**config.mk**
```make
export PLATFORM = sky130hd
export DESIGN_NAME = lsu_mem_ctrl
export DESIGN_NICKNAME = d
export VERILOG_FILES = /design/src/rtl/lsu_mem_ctrl_pkg.sv /design/src/rtl/lsu_load_align.sv /design/src/rtl/lsu_mem_ctrl.sv
export SDC_FILE = /design/constraint.sdc
export NUM_CORES = 1
export LEC_CHECK = 0
export CORE_UTILIZATION = 45
export CTS_CLUSTER_SIZE = 10
export DETAILED_ROUTE_END_ITERATION = 12
export GPL_TIMING_DRIVEN = 1
export PLACE_DENSITY = 0.89
export REMOVE_ABC_BUFFERS = 1
export SLEW_MARGIN = 20
export SYNTH_ARGS = -nofsm -noshare
export SYNTH_HDL_FRONTEND = slang
export SYNTH_SLANG_ARGS = --single-unit
```
**constraint.sdc**
```tcl
create_clock -name clk -period 2.2 [get_ports clk]
set_input_delay 0.44 -clock clk [delete_from_list [all_inputs] [get_ports clk]]
set_output_delay 0.44 -clock clk [all_outputs]
set_load 0.005 [all_outputs]
```
**src/rtl/lsu_mem_ctrl_pkg.sv**
```systemverilog
// Shared definitions for the load/store unit memory controller: access size
// codes, FSM states, fault codes and request legality checking.
package lsu_mem_ctrl_pkg;

  localparam logic [2:0] SZ_B  = 3'b000;
  localparam logic [2:0] SZ_H  = 3'b001;
  localparam logic [2:0] SZ_W  = 3'b010;
  localparam logic [2:0] SZ_BU = 3'b100;
  localparam logic [2:0] SZ_HU = 3'b101;

  typedef enum logic [2:0] {
    ST_IDLE,
    ST_REQ,
    ST_WAIT_RSP,
    ST_DONE,
    ST_FAULT
  } state_t;

  typedef enum logic [1:0] {
    FC_NONE     = 2'b00,
    FC_MISALIGN = 2'b01,
    FC_ILLEGAL  = 2'b10,
    FC_TIMEOUT  = 2'b11
  } fault_code_t;

  // Illegal size takes priority over misalignment when both apply.
  function automatic fault_code_t check_req(input logic       store,
                                            input logic [2:0] size,
                                            input logic [1:0] addr_lo);
    if (size == 3'b011 || size == 3'b110 || size == 3'b111 || (store && size[2]))
      return FC_ILLEGAL;
    if (size[1:0] == 2'b01 && addr_lo[0])
      return FC_MISALIGN;
    if (size[1:0] == 2'b10 && addr_lo != 2'b00)
      return FC_MISALIGN;
    return FC_NONE;
  endfunction

endpackage

```
**src/rtl/lsu_load_align.sv**
```systemverilog
// Selects the addressed byte/halfword from a returned memory word and
// sign- or zero-extends it according to the load size code.
module lsu_load_align
  import lsu_mem_ctrl_pkg::*;
(
  input  logic [31:0] rdata,
  input  logic [1:0]  addr_lo,
  input  logic [2:0]  size,
  output logic [31:0] result
);

  logic [7:0]  byte_sel;
  logic [15:0] half_sel;

  assign byte_sel = rdata[{addr_lo, 3'b000} +: 8];
  assign half_sel = rdata[{addr_lo[1], 4'b0000} +: 16];

  // NOTE: every path of a combinational block assigns its outputs (here via
  // the default arm) so no latch is inferred.
  always_comb begin
    case (size)
      SZ_B:    result = {{24{byte_sel[7]}}, byte_sel};
      SZ_BU:   result = {24'h000000, byte_sel};
      SZ_H:    result = {{16{half_sel[15]}}, half_sel};
      SZ_HU:   result = {16'h0000, half_sel};
      default: result = rdata;
    endcase
  end

endmodule

```
**src/rtl/lsu_mem_ctrl.sv**
```systemverilog
// Load/store unit memory sequencer: accepts one core request at a time, drives
// it onto a valid/ready data bus, and returns aligned load data or a fault.
module lsu_mem_ctrl
  import lsu_mem_ctrl_pkg::*;
#(
  parameter int TIMEOUT_CYC = 64,
  parameter int ADDR_W      = 32
) (
  input  logic              clk,
  input  logic              rst_n,
  input  logic              req_valid,
  input  logic              req_store,
  input  logic [2:0]        req_size,
  input  logic [ADDR_W-1:0] req_addr,
  input  logic [31:0]       req_wdata,
  output logic              core_stall,
  output logic              load_valid,
  output logic [31:0]       load_data,
  output logic              fault,
  output logic [1:0]        fault_code,
  output logic              mem_valid,
  input  logic              mem_ready,
  output logic              mem_we,
  output logic [ADDR_W-1:0] mem_addr,
  output logic [3:0]        mem_wstrb,
  output logic [31:0]       mem_wdata,
  input  logic              mem_rvalid,
  input  logic [31:0]       mem_rdata
);

  localparam int CNT_W = $clog2(TIMEOUT_CYC);

  state_t            state, state_next;
  fault_code_t       req_chk, code_q;
  logic              store_q;
  logic [2:0]        size_q;
  logic [ADDR_W-1:0] addr_q;
  logic [31:0]       wdata_q;
  logic [31:0]       load_q;
  logic [31:0]       aligned;
  logic [CNT_W-1:0]  cnt;
  logic              accept, timeout, in_req;
  logic [3:0]        strb;
  logic [31:0]       lane_wdata;

  assign req_chk = check_req(req_store, req_size, req_addr[1:0]);
  assign accept  = (state == ST_IDLE) && req_valid && (req_chk == FC_NONE);
  assign timeout = (cnt == CNT_W'(TIMEOUT_CYC - 1)) && !mem_rvalid;
  assign in_req  = (state == ST_REQ);

  // NOTE: sequential state uses non-blocking assignments so every register
  // samples pre-edge values regardless of statement order.
  always_ff @(posedge clk or negedge rst_n) begin
    if (!rst_n) state <= ST_IDLE;
    else        state <= state_next;
  end

  always_comb begin
    state_next = state;
    case (state)
      ST_IDLE:     if (req_valid) state_next = (req_chk == FC_NONE) ? ST_REQ : ST_FAULT;
      ST_REQ:      if (mem_ready) state_next = ST_WAIT_RSP;
      ST_WAIT_RSP: begin
        if (mem_rvalid)   state_next = ST_DONE;
        else if (timeout) state_next = ST_FAULT;
      end
      default:     state_next = ST_IDLE;
    endcase
  end

  // NOTE: the request latches carry no memory array, so they are reset along
  // with the rest to keep outputs defined from the first cycle.
  always_ff @(posedge clk or negedge rst_n) begin
    if (!rst_n) begin
      store_q <= 1'b0;
      size_q  <= 3'b000;
      addr_q  <= '0;
      wdata_q <= '0;
      cnt     <= '0;
      code_q  <= FC_NONE;
      load_q  <= '0;
    end else begin
      if (accept) begin
        store_q <= req_store;
        size_q  <= req_size;
        addr_q  <= req_addr;
        wdata_q <= req_wdata;
      end
      cnt <= (state == ST_WAIT_RSP) ? cnt + 1'b1 : '0;
      if (state == ST_IDLE && req_valid && req_chk != FC_NONE)
        code_q <= req_chk;
      else if (state == ST_WAIT_RSP && timeout)
        code_q <= FC_TIMEOUT;
      if (state == ST_WAIT_RSP && mem_rvalid && !store_q)
        load_q <= aligned;
    end
  end

  lsu_load_align u_align (
    .rdata   (mem_rdata),
    .addr_lo (addr_q[1:0]),
    .size    (size_q),
    .result  (aligned)
  );

  // Store data is replicated across lanes; the strobes pick the live bytes.
  always_comb begin
    strb       = 4'b1111;
    lane_wdata = wdata_q;
    case (size_q[1:0])
      2'b00: begin
        strb       = 4'b0001 << addr_q[1:0];
        lane_wdata = {4{wdata_q[7:0]}};
      end
      2'b01: begin
        strb       = 4'b0011 << addr_q[1:0];
        lane_wdata = {2{wdata_q[15:0]}};
      end
      default: ;
    endcase
  end

  assign core_stall = accept || in_req || (state == ST_WAIT_RSP);
  assign load_valid = (state == ST_DONE) && !store_q;
  assign load_data  = load_q;
  assign fault      = (state == ST_FAULT);
  assign fault_code = code_q;
  assign mem_valid  = in_req;
  assign mem_we     = in_req && store_q;
  assign mem_addr   = in_req ? {addr_q[ADDR_W-1:2], 2'b00} : '0;
  assign mem_wstrb  = (in_req && store_q) ? strb : 4'b0000;
  assign mem_wdata  = (in_req && store_q) ? lane_wdata : 32'h0;

endmodule

```
Word-level counts from Yosys, hierarchy flattened:

Cells that the tools add are included.

* register bits after elaboration: 111
* latch bits: 0
* RAM bits: 0
* ROM bits: 0
* input port bits: 105
* output and inout port bits: 107
* logic and storage cells: 84
* memories: 0

* add/sub/neg operators: 1
* multiply operators: 0
* divide/modulo/power cells: 0
* magnitude comparators: 0
* equality and inequality tests: 17
* shifts and indexed selects: 4
* multiplexer cells: 27
* bitwise gates (word level): 0
* reductions and logical operators: 27

Operators by type and width (number)
* case mux 32 bit (4 select lines): 1
* two-way mux 32 bit: 2
* case mux 32 bit (2 select lines): 1
* indexed part select 32 x 6 -> 16 bit: 1
* indexed part select 32 x 6 -> 8 bit: 1
* two-way mux 2 bit: 8
* == test 3 bit, second input constant: 5
* two-way mux 3 bit: 5
* logical AND 1 bit: 12
* == test 3 x 2 -> 1 bit, second input constant: 3
* case mux 3 bit (3 select lines): 1
* case mux 4 bit (2 select lines): 1
* adder 6 x 1 -> 6 bit, second input constant: 1
* == test 3 x 1 -> 1 bit, second input constant: 2
* == test 6 bit, second input constant: 1
* logical NOT 3 bit: 2
* two-way mux 1 bit: 6
* two-way mux 6 bit: 1
* nonzero test 2 bit: 3
* logical OR 1 bit: 5
* == test 2 x 1 -> 1 bit, second input constant: 2
* logical NOT 2 bit: 2
* two-way mux 4 bit: 1
* != test 2 bit, second input constant: 2
* other kinds (6): 7

Depth between registers and ports, before layout:

Gate-level depths: netlist (run 1).

* depth in word-level cells: 15
* gate-level depth with buffers: 6

Cells and area by module:

From an unflattened synthesis (run 1), not the netlist that was laid out.

* cells, all modules: 517
* area, all modules: 5978.2 um^2

Modules (own cells, without submodules)
* lsu_mem_ctrl: times used 1, cells each 408, area an instance 5350.1 um^2, sequential area each 2777.7 um^2
* lsu_load_align: times used 1, cells each 109, area an instance 628.1 um^2, sequential area each 0.0 um^2

Worst setup path before layout (run 1):

Ideal clock, no wire load.

* path type: reg2out
* from: register state[1]
* to: output mem_wstrb[3]
* data arrival time: 1.432 ns
* path slack: 0.328 ns
* stages on the path, launching flop included: 6
* cells stage by stage: dfrtp_1 nor3b_1 nand2_2 inv_1 o21ai_0 nor2_1

* word-level cells in the longest chain between the ends: 3

Ends and longest elaborated chain
* start: declaration: line lsu_mem_ctrl.sv:33 `state_t state, state_next;`
* start signal: assignment: line lsu_mem_ctrl.sv:55 `else state <= state_next;`
* == test 3 x 1 -> 1 bit: line lsu_mem_ctrl.sv:49 `assign in_req = (state == ST_REQ);`
* logical AND 1 bit
* net mem_we: line lsu_mem_ctrl.sv:23 `output logic mem_we,`
* two-way mux 4 bit: line lsu_mem_ctrl.sv:131 `assign mem_wstrb = (in_req && store_q) ? strb : 4'b0000;`
* end: declaration: line lsu_mem_ctrl.sv:25 `output logic [3:0] mem_wstrb,`

The timed path passes the listed nets, and every way through them passes these cells.

Worst setup path after layout (run 1):

* from: register state[1]
* to: output mem_addr[16]

* word-level cells in the longest chain between the ends: 2

Ends and longest elaborated chain
* == test 3 x 1 -> 1 bit: line lsu_mem_ctrl.sv:49
* two-way mux 32 bit: line lsu_mem_ctrl.sv:130 `assign mem_addr = in_req ? {addr_q[ADDR_W-1:2], 2'b00} : '0;`
* end: declaration: line lsu_mem_ctrl.sv:24 `output logic [ADDR_W-1:0] mem_addr,`

No other way between the ends.

==> results of run 1 <==
[cell type report]
class                           instances  area (µm²)
Timing Repair Buffer                  264        2490
Clock buffer                           11         253
Inverter                                2        7.51
Sequential cell                       111        2780
Multi-Input combinational cell        380        2910
Tap cell                              172         215
Clock inverter                          5        38.8
Fill cell                             940        3930
[flip-flops by register name, summed over array words and instances (netlist names)]
signal      count
load_data      32
fault_code      2
store_q         1
state           3
cnt             6
size_q          3
addr_q         32
wdata_q        32
[path summary, 6_finish.rpt]
path	slack, ns	from	endpoint
min in group clk	0.50	load_data[15]	load_data[15]
hold / removal	0.46	rst_n	load_data[22]
setup reg to reg	0.08	state[2]	wdata_q[11]
max in group asynchronous	1.23	rst_n	state[1]
hold reg to reg	0.50	load_data[15]	load_data[15]
setup / recovery	0.02	state[1]	mem_addr[16]
[per-stage QoR]
stage | hold slack [ns] | instance area [µm²]
2_1_floorplan | 0.144 | 5620
3_3_place_gp | 0.247 | 8270
3_5_place_dp | 0.248 | 8270
4_1_cts | 0.447 | 8620
5_1_grt | 0.448 | 8690
6_report | 0.458 | 8690
[cells in the mapped netlist (2+ instances only)]
| master | instances |
|---|---|
| a21oi_1 | 46 |
| a222oi_1 | 7 |
| a22o_1 | 8 |
| a22oi_1 | 7 |
| a31oi_1 | 2 |
| and2_1 | 31 |
| and3_1 | 10 |
| buf_1 | 3 |
| buf_2 | 10 |
| buf_4 | 3 |
| buf_6 | 7 |
| clkbuf_1 | 14 |
| dfrtp_1 | 111 |
| inv_1 | 2 |
| mux2_2 | 10 |
| mux2_4 | 66 |
| mux2i_1 | 18 |
| nand2_1 | 48 |
| nand2_2 | 2 |
| nand3_1 | 5 |
| nand3b_1 | 3 |
| nor2_1 | 67 |
| nor2b_1 | 6 |
| nor3_1 | 3 |
| nor3b_1 | 3 |
| o21a_1 | 2 |
| o21ai_0 | 13 |
| or3_1 | 3 |
| xor2_1 | 2 |
[power by group through the flow]
| stage | combinational [mW] | sequential (mW) | clock (mW) |
|---|---|---|---|
| 3_3_place_gp | 5.06 | 3.69 | 0 |
| 2_1_floorplan | 2.66 | 3.80 | 0 |
| 5_1_grt | 5.93 | 3.90 | 1.71 |
| 4_1_cts | 5.31 | 3.76 | 1.63 |
| 3_5_place_dp | 5.27 | 3.76 | 0 |
| 6_report | 5.50 | 3.78 | 1.60 |
[cell families (layout without fill, tap and decap cells)]
logic type | Yosys count | in the layout | synth area share
muxes | 94 | 94 | 0.220
and+or+nand+nor | 187 | 187 | 0.156
DFF | 111 | 111 | 0.477
AOI/OAI and AO/OA | 93 | 93 | 0.102
adders and majority gates | 1 | 1 | 0.00215
xor gates and xnor gates | 3 | 3 | 0.00451
buffers and inverters | 39 | 282 | 0.0382
other | 1 | 2 | 0.000644
[layer usage]
metal	routed length [µm]	part of all wire	up-vias
li1	-	-	2322
met1	6870	0.39	2530
met2	8900	0.51	251
met3	1310	0.074	39
met4	502	0.029	0
met5	0	0	-
[critical path, delay by kind of cell, from the launching register on]
| kind | cells | cell delay, ns |
|---|---|---|
| DFF | 1 | 0.43 |
| and+or+nand+nor | 2 | 0.38 |
| buffers and inverters | 3 | 0.59 |
[repair_timing]
| action | CTS | global route |
|---|---|---|
| cloned | 2 | 2 |
| hold endpoints to repair | 1 | 0 |
| endpoints found under the setup margin | 70 | 60 |
| resized for setup | 111 | 110 |
| buffers inserted | 6 | 7 |
| pin swaps | 5 | 7 |
| hold buffers | 1 | 0 |
==> impl_summary.log, run 1 <==
INFO  metric clock_tree_sinks = 111
INFO  metric timing.final.hold_violations = 0
INFO  metric number_of_pins_with_negative_max_slew_slack_in_the_final_report = 0
INFO  metric power.share.sequential = 0.347
INFO  metric antenna-diode-count = 0
INFO  metric synth_cell_types = 46
INFO  metric grt_pass1_wl = 26.3 mm
INFO  metric cp_data_arrival_time = 1.74 ns
INFO  metric outcome = finished clean
INFO  metric grt_util_met1 = 0.297
INFO  metric cts-buffers-inserted = 9
INFO  metric ctsLongestPathBuffers = 2
INFO  metric power.clock.fraction = 0.147
INFO  metric layout-drive-gt1-share = 0.274
INFO  metric crit_path_start_kind = flop
INFO  metric post-route-period-util = 0.990
INFO  metric chain_of_cells_forming_the_critical_path = nor3b_4 > buf_6 > buf_16 > and2_1 > dlygate4sd2_1
INFO  metric met3_usage = 0.0528
INFO  metric pwr-share-comb = 0.506
INFO  metric wire_per_inst = 18.6 µm
INFO  metric instances_no_fill = 945
INFO  metric largest_stage_delay_on_the_critical_path = 0.43 ns
INFO  metric cts_tree = yes
INFO  metric hold_path.class = in2async
INFO  metric hpwlAfterDp = 12.4 mm
INFO  metric timing.critical_path.required = 1.76 ns
INFO  metric total_power_divided_by_cell_area = 1250 nW/µm²
INFO  metric globalRoute.busiestLayer = met2
INFO  metric place_ws = -0.431 ns
INFO  metric worst_slack = 0.0231 ns
INFO  metric avgSynthCellArea = 11.0 µm²
INFO  metric skew = 0.0110 ns
INFO  metric grt_use_total = 0.257
INFO  metric dominantRegCellSynth = dfrtp_1
INFO  metric synthesized_netlist_cell_count = 529
INFO  metric number_of_global_route_vias_before_repair = 5,221
INFO  metric design.portCount = 212
INFO  metric r2r.worst_path.cells = 8
INFO  metric tightestPinTransition = 0.600 ns
INFO  metric post-place-cells = 912
INFO  metric placementRows = 41
INFO  metric max_freq = 459 MHz
INFO  metric postLayoutCoreUtil = 0.689
INFO  metric area_delta_synth_final = 49.1%
INFO  metric number_of_flops_mapped_to_enable_cells_by_yosys = 0
INFO  metric drt-total-wl = 17.6 mm
INFO  metric placeableCoreArea = 12,600 µm²
INFO  metric path_max_fanout = 20
INFO  metric clock_pin_slew_reported_for_the_worst_setup_and_hold_paths_after_clock_tree_synthesis = 0.07 ns
INFO  metric crit_path_top_delay_cell = dfrtp_2
INFO  metric met2_track_demand_over_resource = 0.462
INFO  metric leakage = 4.19 nW
INFO  metric drt-pass1-iter-count = 8
INFO  metric cts.htree.levels = 3
INFO  metric cts_root_buffer = clkbuf_16
INFO  metric fin_nets = 874
INFO  metric fp.dieW = 116 µm
INFO  metric switching_power = 3.81 mW
INFO  metric path_class = reg2out
INFO  metric grt_setup_unrepaired = true
INFO  metric detail_route.vias_per_cell = 5.44
INFO  metric critical_path.endpoint_type = primary output
INFO  metric tns = 0 ns
INFO  metric layout_commonest_cell = clkdlybuf4s50_1
INFO  metric yosysWarnings = 0
INFO  metric ys_seq_area_frac = 0.477
INFO  metric grt_antenna_before_repair = 0
INFO  metric most-common-layout-cells = clkdlybuf4s50_1 (133), dfrtp_1 (108), mux2_4 (66), nor2_1 (63), nand2_1 (48)
INFO  metric initial_core_util = 0.462
INFO  metric yosys_top_cell_by_area = dfrtp_1
INFO  metric clock_insertion_delay_at_the_later_pin_of_the_skew_report = 0.34 ns
INFO  metric overflow = 0
INFO  metric max_cap_viol_count = 0
INFO  metric die_height = 116 µm
INFO  metric grt_max_degree = 60
INFO  metric die_footprint = 13,400 µm²
INFO  metric drt_drc_violations_left = 0
INFO  metric max-slew-margin-rel = 0.597
INFO  metric synth_top_cell_area_share = 0.477
INFO  metric drt_iter0_drc = 471
INFO  metric async_reset_ff_frac = 1.00
INFO  metric setup_viol_count_final = 0
INFO  metric final_period_minus_worst_setup_slack = 2.18 ns
INFO  metric netlist_top_cells_area = dfrtp_1 (48%), mux2_4 (17%), nor2_1 (4.3%)
INFO  metric p_int = 7.07 mW
INFO  metric numPortBuffers = 209
INFO  metric post_synth_instance_area = 5830 µm²
INFO  metric totalPowerFinal = 10.9 mW
INFO  metric ys_seq_elements = 111
INFO  metric max_ir_drop_vdd = 0.593 mV
INFO  metric p_sw_frac = 0.350
INFO  metric gp_congestion = 0.870
INFO  metric via_count = 5,142
INFO  metric drtAntennaViolNets = 0
No activity file was read; power rests on OpenSTA's default activity.
==> inputs of run 2 (changes only) <==
Settings changed: CORE_MARGIN from default to 5, CTS_CLUSTER_SIZE 10 to 24, HOLD_SLACK_MARGIN from default to 0.1.
==> impl_summary.log, run 2 (synthesis results as in run 1) <==
INFO  metric outcome = complete, but fails checks (was finished clean)
INFO  metric violations = negative setup slack
INFO  metric post-route-period-util = 1.09 (was 0.990)
INFO  metric drt-total-wl = 18.9 mm (was 17.6 mm)
INFO  metric max-slew-margin-rel = 0.604 (was 0.597)
INFO  metric fp.dieW = 124 µm (was 116 µm)
INFO  metric overflow = 0 (unchanged)
INFO  metric grt_setup_unrepaired = true (unchanged)
INFO  metric grt_use_total = 0.232 (was 0.257)
INFO  metric drtAntennaViolNets = 0 (unchanged)
INFO  metric instances_no_fill = 949 (was 945)
INFO  metric drt-pass1-iter-count = 6 (was 8)
INFO  metric antenna-diode-count = 0 (unchanged)
INFO  metric wire_per_inst = 19.9 µm (was 18.6 µm)
INFO  metric initial_core_util = 0.460 (was 0.462)
INFO  metric design.portCount = 212 (unchanged)
INFO  metric path_max_fanout = 20 (unchanged)
INFO  metric clock_pin_slew_reported_for_the_worst_setup_and_hold_paths_after_clock_tree_synthesis = 0.07 ns (about the same)
INFO  metric final.fill_count = 864 (was 940)
INFO  metric tns = -1.25 ns (was 0 ns)
INFO  metric ctsLongestPathBuffers = 2 (unchanged)
INFO  metric max_cap_viol_count = 0 (unchanged)
INFO  metric drt_drc_violations_left = 0 (unchanged)
INFO  metric layout_commonest_cell = clkdlybuf4s50_1 (unchanged)
INFO  metric gp_congestion = 0.847 (was 0.870)
INFO  metric number_of_global_route_vias_before_repair = 5,473 (was 5,221)
INFO  metric drt_iter0_drc = 357 (was 471)
INFO  metric hold_path.class = reg2reg (was in2async)
INFO  metric hpwlAfterDp = 12.9 mm (was 12.4 mm)
INFO  metric cts_tree = yes (unchanged)
INFO  metric path_class = reg2out (unchanged)
INFO  metric placementRows = 41 (unchanged)
INFO  metric hold-path-cell-count = 1
INFO  metric clock_tree_sinks = 111 (unchanged)
INFO  metric skew = 0.00481 ns (was 0.0110 ns)
INFO  metric most-common-layout-cells = clkdlybuf4s50_1 (140), dfrtp_1 (109), mux2_4 (66), nor2_1 (58), nand2_1 (48) (was clkdlybuf4s50_1 (133), dfrtp_1 (108), mux2_4 (66), nor2_1 (63), nand2_1 (48))
INFO  metric place_ws = -0.423 ns (was -0.431 ns)
INFO  metric worst_slack = -0.194 ns (was 0.0231 ns)
INFO  metric largest_stage_delay_on_the_critical_path = 0.49 ns (was 0.43 ns)
INFO  metric detail_route.vias_per_cell = 5.45 (was 5.44)
INFO  metric crit_path_top_delay_cell = clkdlybuf4s50_1 (was dfrtp_2)
INFO  metric r2r.worst_path.cells = 7 (was 8)
INFO  metric numPortBuffers = 209 (unchanged)
INFO  metric cts.htree.levels = 3 (unchanged)
INFO  metric clock_insertion_delay_at_the_later_pin_of_the_skew_report = 0.34 ns (about the same)
INFO  metric post-place-cells = 913 (was 912)
INFO  metric grt_antenna_before_repair = 0 (unchanged)
INFO  metric max_freq = 418 MHz (was 459 MHz)
INFO  metric area_delta_synth_final = 53.6% (was 49.1%)
INFO  metric timing.final.hold_violations = 0 (unchanged)
INFO  metric timing.critical_path.required = 1.76 ns (about the same)
INFO  metric max_ir_drop_vdd = 0.606 mV (was 0.593 mV)
INFO  metric die_height = 124 µm (was 116 µm)
INFO  metric number_of_pins_with_negative_max_slew_slack_in_the_final_report = 0 (unchanged)
INFO  metric grt_max_degree = 44 (was 60)
INFO  metric via_count = 5,172 (was 5,142)
INFO  metric cts-buffers-inserted = 9 (unchanged)
INFO  metric layout-drive-gt1-share = 0.275 (was 0.274)
INFO  metric fin_nets = 878 (was 874)
INFO  metric final_period_minus_worst_setup_slack = 2.39 ns (was 2.18 ns)
INFO  metric leakage = 4.48 nW (was 4.19 nW)
INFO  metric cp_data_arrival_time = 1.95 ns (was 1.74 ns)
INFO  metric tightestPinTransition = 0.589 ns (was 0.600 ns)
INFO  metric grt_pass1_wl = 27.9 mm (was 26.3 mm)
INFO  metric crit_path_start_kind = flop (unchanged)
INFO  metric cts_root_buffer = clkbuf_16 (unchanged)
INFO  metric setup_viol_count_final = 16 (was 0)
INFO  metric chain_of_cells_forming_the_critical_path = nor3b_4 > buf_4 > buf_16 > and2_1 > clkdlybuf4s50_1 (was nor3b_4 > buf_6 > buf_16 > and2_1 > dlygate4sd2_1)
INFO  metric die_footprint = 15,300 µm² (was 13,400 µm²)
INFO  metric placeableCoreArea = 12,700 µm² (was 12,600 µm²)
INFO  metric total_power_divided_by_cell_area = 1270 nW/µm² (was 1250 nW/µm²)
INFO  metric critical_path.endpoint_type = primary output (unchanged)
run 2: cell count changes in the layout (fill, tap and decap cells not counted), sizes merged, moves of 2 or more:
cell and change:
dlygate4sd2 +6, bufinv +2, clkdlybuf4s15 -14, clkinvlp +2, clkbuf -27, dlymetal6s2s +11, buf +18, clkdlybuf4s50 +7
run 2: final timing paths:
check / startpoint / endpoint / slack, ns
worst max-delay path: state[1] / mem_addr[9] / -0.19
worst min-delay path: fault_code[1] / fault_code[1] / 0.49
worst max register to register: state[2] / wdata_q[12] / 0.09
worst min register to register: fault_code[1] / fault_code[1] / 0.49
max in group asynchronous: rst_n / addr_q[3] / 0.99
min in group asynchronous: rst_n / load_data[12] / 0.61
run 2: worst max-delay path, delay by kind of cell (launching register included):
| kind | cells | cell delay [ns] |
|---|---|---|
| flip-flops | 1 | 0.43 |
| buffers and inverters | 3 | 0.81 |
| AND/OR/NAND/NOR | 2 | 0.36 |
run 2: power by group:
group / leakage (nW) / switching, mW / total [mW] / internal [mW]
sequential: 1.33 / 0.779 / 3.81 / 3.03
combinational: 3.00 / 2.46 / 5.78 / 3.31
clock: 0.148 / 0.757 / 1.76 / 1.00
run 2: per-layer routing:
metal  up-vias  routed length (µm)  GRT usage
li1       2335                   -          -
met5         -                   0          0
met2       274                9640      0.410
met4         0                 375     0.0824
met3        35                1590     0.0550
met1      2528                7310      0.276
run 2: what timing repair did:
action / in CTS / in global routing
gates cloned: 3 / 1
gates resized for setup: 104 / 113
hold buffers: 1 / 0
hold endpoints to repair: 33 / 0
pin swaps: 5 / 13
setup endpoints to repair: 124 / 87
setup buffers: 6 / 10
run 2: per-stage QoR:
step | total power [mW] | hold slack (ns) | utilization | cell area (µm²)
final | 11.3 | 0.492 | 0.706 | 8950
after global routing | 12.0 | 0.507 | 0.706 | 8950
after CTS | 11.0 | 0.489 | 0.688 | 8720
after detailed placement | 9.08 | 0.436 | 0.654 | 8280
after global placement | 8.86 | 0.428 | 0.654 | 8280
after floorplan | 6.46 | 0.144 | - | 5620
run 2: final cells by class:
cell class | count | area, µm² | area share
inverter | 2 | 10.0 | 0.00112
timing repair buffer | 268 | 2650 | 0.296
sequential | 111 | 2780 | 0.311
clock buffer | 9 | 225 | 0.0252
clock inverter | 7 | 96.3 | 0.0108
multi-input combinational | 380 | 2970 | 0.332
tap | 172 | 215 | 0.0240
